[config.mk]
export PLATFORM = sky130hd
export DESIGN_NAME = uart_rx_frame_ctrl
export DESIGN_NICKNAME = d
export VERILOG_FILES = /design/src/rtl/uart_rx_frame_ctrl.sv
export SDC_FILE = /design/constraint.sdc
export NUM_CORES = 1
export LEC_CHECK = 0
export ABC_AREA = 1
export CORE_ASPECT_RATIO = 0.9
export CORE_MARGIN = 1.5
export CORE_UTILIZATION = 50
export DETAILED_ROUTE_END_ITERATION = 10
export PLACE_DENSITY = 0.63
export SLEW_MARGIN = 40
export SYNTH_ARGS = -nofsm -noshare
export SYNTH_HDL_FRONTEND = slang
export SYNTH_SLANG_ARGS = --single-unit
[constraint.sdc]
create_clock -name clk -period 6.9 [get_ports clk]
set_input_delay 1.38 -clock clk [delete_from_list [all_inputs] [get_ports clk]]
set_output_delay 1.38 -clock clk [all_outputs]
set_load 0.05 [all_outputs]
[src/rtl/uart_rx_frame_ctrl.sv]
// Parses SYNC/ADDR/LEN/payload/CHK frames from the UART byte stream, buffers and
// checksum-verifies each one, then replays it as a burst of register writes.
module uart_rx_frame_ctrl #(
    parameter logic [7:0] SYNC_BYTE      = 8'hA5,
    parameter int         ADDR_W         = 8,
    parameter int         MAX_LEN        = 16,
    parameter int         TIMEOUT_CYCLES = 1000000
) (
    input  logic              clk,
    input  logic              rst,
    input  logic [7:0]        rx_data,
    input  logic              rx_ready,
    output logic              wr_en,
    output logic [ADDR_W-1:0] wr_addr,
    output logic [7:0]        wr_data,
    output logic              frame_ok,
    output logic              frame_err,
    output logic [1:0]        err_code,
    output logic              busy
);

    localparam int CNT_W  = $clog2(MAX_LEN + 1);
    localparam int BUF_AW = (MAX_LEN > 1) ? $clog2(MAX_LEN) : 1;
    localparam int TO_W   = (TIMEOUT_CYCLES > 1) ? $clog2(TIMEOUT_CYCLES) : 1;
    localparam logic [TO_W-1:0] TO_LAST = TO_W'(TIMEOUT_CYCLES - 1);

    typedef enum logic [2:0] {
        S_HUNT,
        S_ADDR,
        S_LEN,
        S_DATA,
        S_CHK,
        S_WRITE
    } state_t;

    state_t            state_q, state_d;
    logic [ADDR_W-1:0] base_q, base_d;
    logic [CNT_W-1:0]  len_q, len_d;
    logic [CNT_W-1:0]  cnt_q, cnt_d;
    logic [7:0]        csum_q, csum_d;
    logic [TO_W-1:0]   to_q, to_d;
    logic              wr_en_q, wr_en_d;
    logic [ADDR_W-1:0] wr_addr_q, wr_addr_d;
    logic [7:0]        wr_data_q, wr_data_d;
    logic              frame_ok_q, frame_ok_d;
    logic              frame_err_q, frame_err_d;
    logic [1:0]        err_code_q, err_code_d;
    logic              buf_we;
    logic              timed_out;
    logic [7:0]        buf_q [MAX_LEN];

    always_comb begin
        state_d     = state_q;
        base_d      = base_q;
        len_d       = len_q;
        cnt_d       = cnt_q;
        csum_d      = csum_q;
        to_d        = '0;
        wr_en_d     = 1'b0;
        wr_addr_d   = wr_addr_q;
        wr_data_d   = wr_data_q;
        frame_ok_d  = 1'b0;
        frame_err_d = 1'b0;
        err_code_d  = 2'b00;
        buf_we      = 1'b0;
        timed_out   = 1'b0;

        // The inter-byte timer only runs while a frame is being received.
        if (state_q inside {S_ADDR, S_LEN, S_DATA, S_CHK}) begin
            if (to_q == TO_LAST) begin
                timed_out = 1'b1;
            end else if (!rx_ready) begin
                to_d = to_q + TO_W'(1);
            end
        end

        if (timed_out) begin
            state_d     = S_HUNT;
            frame_err_d = 1'b1;
            err_code_d  = 2'b11;
        end else begin
            case (state_q)
                S_HUNT: begin
                    if (rx_ready && rx_data == SYNC_BYTE) begin
                        state_d = S_ADDR;
                        csum_d  = 8'h00;
                    end
                end
                S_ADDR: begin
                    if (rx_ready) begin
                        base_d  = ADDR_W'(rx_data);
                        csum_d  = csum_q + rx_data;
                        state_d = S_LEN;
                    end
                end
                S_LEN: begin
                    if (rx_ready) begin
                        if (rx_data == 8'h00 || int'(rx_data) > MAX_LEN) begin
                            state_d     = S_HUNT;
                            frame_err_d = 1'b1;
                            err_code_d  = 2'b01;
                        end else begin
                            len_d   = CNT_W'(rx_data);
                            csum_d  = csum_q + rx_data;
                            cnt_d   = '0;
                            state_d = S_DATA;
                        end
                    end
                end
                S_DATA: begin
                    if (rx_ready) begin
                        buf_we = 1'b1;
                        csum_d = csum_q + rx_data;
                        cnt_d  = cnt_q + CNT_W'(1);
                        if (cnt_q == len_q - CNT_W'(1)) begin
                            state_d = S_CHK;
                        end
                    end
                end
                S_CHK: begin
                    if (rx_ready) begin
                        if (8'(csum_q + rx_data) == 8'h00) begin
                            // Issue the first write on the same edge to meet the one-cycle latency.
                            state_d    = S_WRITE;
                            wr_en_d    = 1'b1;
                            wr_addr_d  = base_q;
                            wr_data_d  = buf_q[0];
                            frame_ok_d = (len_q == CNT_W'(1));
                            cnt_d      = CNT_W'(1);
                        end else begin
                            state_d     = S_HUNT;
                            frame_err_d = 1'b1;
                            err_code_d  = 2'b10;
                        end
                    end
                end
                S_WRITE: begin
                    if (rx_ready) begin
                        frame_err_d = 1'b1;
                        err_code_d  = 2'b00;
                    end
                    if (cnt_q < len_q) begin
                        wr_en_d    = 1'b1;
                        wr_addr_d  = base_q + ADDR_W'(cnt_q);
                        wr_data_d  = buf_q[cnt_q[BUF_AW-1:0]];
                        frame_ok_d = (cnt_q == len_q - CNT_W'(1));
                        cnt_d      = cnt_q + CNT_W'(1);
                    end else begin
                        state_d = S_HUNT;
                    end
                end
                default: state_d = S_HUNT;
            endcase
        end
    end

    always_ff @(posedge clk or posedge rst) begin
        if (rst) begin
            state_q     <= S_HUNT;
            base_q      <= '0;
            len_q       <= '0;
            cnt_q       <= '0;
            csum_q      <= '0;
            to_q        <= '0;
            wr_en_q     <= 1'b0;
            wr_addr_q   <= '0;
            wr_data_q   <= '0;
            frame_ok_q  <= 1'b0;
            frame_err_q <= 1'b0;
            err_code_q  <= 2'b00;
        end else begin
            state_q     <= state_d;
            base_q      <= base_d;
            len_q       <= len_d;
            cnt_q       <= cnt_d;
            csum_q      <= csum_d;
            to_q        <= to_d;
            wr_en_q     <= wr_en_d;
            wr_addr_q   <= wr_addr_d;
            wr_data_q   <= wr_data_d;
            frame_ok_q  <= frame_ok_d;
            frame_err_q <= frame_err_d;
            err_code_q  <= err_code_d;
        end
    end

    // Payload store needs no reset; it is always written before being read.
    always_ff @(posedge clk) begin
        if (buf_we) begin
            buf_q[cnt_q[BUF_AW-1:0]] <= rx_data;
        end
    end

    assign wr_en     = wr_en_q;
    assign wr_addr   = wr_addr_q;
    assign wr_data   = wr_data_q;
    assign frame_ok  = frame_ok_q;
    assign frame_err = frame_err_q;
    assign err_code  = err_code_q;
    assign busy      = (state_q != S_HUNT);

endmodule

==> reports/metrics.yaml <==
cells_and_area:
  finalCoreUtilization: 0.5716
  synthToLayoutAreaGrowth_pct: 11.69
  layout.area.seq_sq_um: 5597
  multiInputGateArea_sq_um: 3716
  fillCellCount: 1733
  num-nets-final: 1152
  drive_above_1_share: 0.07631
  num_antenna_cells: 0
yosys:
  avg_synthesized_cell_area_sq_um: 9.048
  synthesis.area_sq_um: 9836
  synth_fp_nets: 1125
  yosys.cell_types.count: 42
  synth.ff_latch_count: 198
  synth-warning-count: 0
  seq_area_frac_synth: 0.5689
  synth_cells: 1087
detailed_routing:
  antenna_left: 0
  dr_total_vias: 7269
  drt-total-wl_microns: 22010
  drt-pass1-iter-count: 5
  drt-wirelength-per-cell_microns: 15.98
  detailedRoute.firstIterationViolations: 618
  drt-vias-per-instance: 5.279
  drc: 0
worst_setup_path:
  timing.critical_path.to_type: "flop"
  reg2reg_from: "cnt_q[0]"
  critPathArrivalTime_ns: 4.71
  cp.required_ns: 7.22
  critPathKind: "input pin to flop"
  worst_r2r_endpoint: "wr_data[2]"
  r2r_setup_slack_ns: 3.95
  start_kind: "input pin"
  timing.critical_path.fanout_max: 25
  reg2regPathDepth: 11
clocking:
  cts.repair.resized: 0
  cts_num_sinks: 198
  cts_htree_levels: 4
  cts_buffers: 17
  postCtsHoldBufs: 0
  cts_tree: "done"
  clk_latency_ns: 0.43
  clk_pin_slew_ns: 0.08
  cts_setup_buffers: 0
  clock-root-buffer: "sky130_fd_sc_hd__clkbuf_16"
  clockBufferDepth: 2
die:
  floorplan.core_area_sq_um: 19220
  design.die.area_sq_um: 20520
  die_height_microns: 136.1
  start_util: 0.5118
  floorplan.io_pins: 33
  fp-row-count: 48
  die_width_microns: 150.8
sta:
  setup_total_negative_slack_ns: 0
  layout_min_cycle_time_ns: 4.392
  slew_viol_final: 0
  relSlewSlack: 0.4572
  rsz_0062_raised_after_global_routing: "no"
  final-setup-viol-count: 0
  max_freq_mhz: 227.7
  hold_violations: 0
  clock_skew_ns: 0.01037
  finalCritPeriodShare: 0.6365
  worstMarginPinSlew_ns: 0.8116
global_routing:
  wire_length_of_the_first_global_routing_pass_microns: 35770
  overflow: 0
  grt_max_degree: 76
  grt_util_all_layers: 0.2305
  grt_pass1_vias: 6724
  grt_antenna_before_repair: 0
placed_design:
  port_buffers: 32
  gp_congestion: 0.8465
  hpwl_microns: 14210
power:
  power_leakage_nw: 4.629
  peakVddDrop_v: 0.0001463
  power.density_cell_area_nw_per_um2: 349.1
min_path:
  number_of_cells_on_the_worst_hold_path: 1
  hold_wc_path_type: "flop to flop"
  hold_path.startpoint: "to_q[0]"
  min_to: "to_q[0]"
run_status:
  run_status: "complete, no violations"
run:
  maxCapViolations: 0
## cells by family (layout without fill, tap and decap cells)
kind of cell	Yosys count	count (layout)	share of synthesized area
AO/OA/AOI/OAI	122	122	0.06920
XOR/XNOR	13	13	0.01158
adder cells (fa/ha/maj)	27	27	0.03587
buffers and inverters	134	174	0.05534
flip-flops	198	198	0.5689
AND/OR/NAND/NOR	593	593	0.2591
## where the power goes
part / internal (mW) / switching, mW / leakage [nW]
registers: 1.37 / 0.0753 / 2.08
clock network: 0.515 / 0.475 / 0.291
logic: 0.430 / 0.969 / 2.26
total: 2.32 / 1.52 / 4.63
## worst max path at each step
stage	from	endpoint	slack (ns)	depth (start not counted)
6_report	rx_data[0]	wr_data[2]	2.51	12
3_3_place_gp	rx_data[0]	wr_data[0]	2.18	12
5_1_grt	rx_data[0]	wr_addr[6]	2.21	12
4_1_cts	rx_data[0]	wr_data[2]	2.52	12
2_1_floorplan	rx_data[0]	wr_data[0]	3.59	12
3_5_place_dp	rx_data[0]	wr_data[2]	2.08	12
## cell usage in the layout, fill, tap and decap left out, drive strengths merged
cell type	instances
fa	2
nor3b	1
bufinv	1
xnor2	5
clkdlybuf4s50	30
o211ai	9
o21a	1
ha	25
dfrtp	70
inv	102
edfxtp	128
nand2	294
nand4	35
or2	5
nor3	14
a31oi	2
a21oi	21
xor2	8
clkbuf	17
nor4	1
o21ai	87
nand3	78
clkinv	10
a211o	1
nor2	164
buf	14
and3	1
o211a	1
## metrics by stage
stage / hold WS, ns / power (mW) / cell area [sq um] / std cells / setup WS [ns]
4_1_cts: 0.4676 / 3.856 / 10970 / 1377 / 2.522
3_3_place_gp: 0.4454 / 2.854 / 10380 / 1345 / 2.185
2_1_floorplan: 0.4244 / 2.522 / 9836 / 1087 / 3.592
3_5_place_dp: 0.4507 / 2.865 / 10380 / 1345 / 2.080
5_1_grt: 0.4907 / 4.091 / 10990 / 1377 / 2.205
6_report: 0.4664 / 3.835 / 10990 / 1377 / 2.508
## registers in the layout, indices dropped and copies added (netlist names), 2 cells and up
signal    count
state_q       3
len_q         5
csum_q        8
buf_q       128
err_code      2
base_q        8
wr_data       8
to_q         20
cnt_q         5
wr_addr       8
## layout make-up
class	instances	area share
multi-input cells	755	0.3383
inverters	98	0.03349
clock inverters	15	0.01481
flip-flops and latches	198	0.5095
repair buffers	44	0.03679
well taps	250	0.02847
clock buffers	17	0.03872
## routing by layer
metal / GRT usage / wire (microns)
met5: 0 / 0
met4: 0.05286 / 216
met3: 0.03960 / 1172
met2: 0.3354 / 9366
met1: 0.3587 / 11250
## critical path, stage by stage
cell and delay, ns:
sky130_fd_sc_hd__clkdlybuf4s50_1 0.97, sky130_fd_sc_hd__ha_1 0.36, sky130_fd_sc_hd__fa_1 0.46, sky130_fd_sc_hd__or2_2 0.31, sky130_fd_sc_hd__nor2_1 0.17, sky130_fd_sc_hd__nand3_1 0.10
sky130_fd_sc_hd__nor2_1 0.11, sky130_fd_sc_hd__nand2_1 0.13, sky130_fd_sc_hd__nand2_4 0.28, sky130_fd_sc_hd__nand3_4 0.24, sky130_fd_sc_hd__nand2_1 0.13, sky130_fd_sc_hd__nand2_1 0.05
## cells in the mapped netlist, drive strengths merged
master	n	area [sq um]
buf	16	101.3
nor2	164	628.1
o21a	1	7.510
a211o	1	8.760
nor3b	1	7.510
nor4	1	6.260
clkinv	3	11.26
clkbuf	20	75.07
xor2	8	70.07
nand3	78	422.9
a21oi	21	105.1
dfrtp	70	1752
xnor2	5	43.79
nor3	14	91.34
inv	95	356.6
and3	1	6.260
edfxtp	128	3844
nand4	35	234.0
or2	5	31.28
o211ai	9	67.56
fa	2	40.04
o211a	1	10.01
ha	25	312.8
a31oi	2	12.51
o21ai	87	469.2
nand2	294	1121
(Power assumes the default switching activity.)
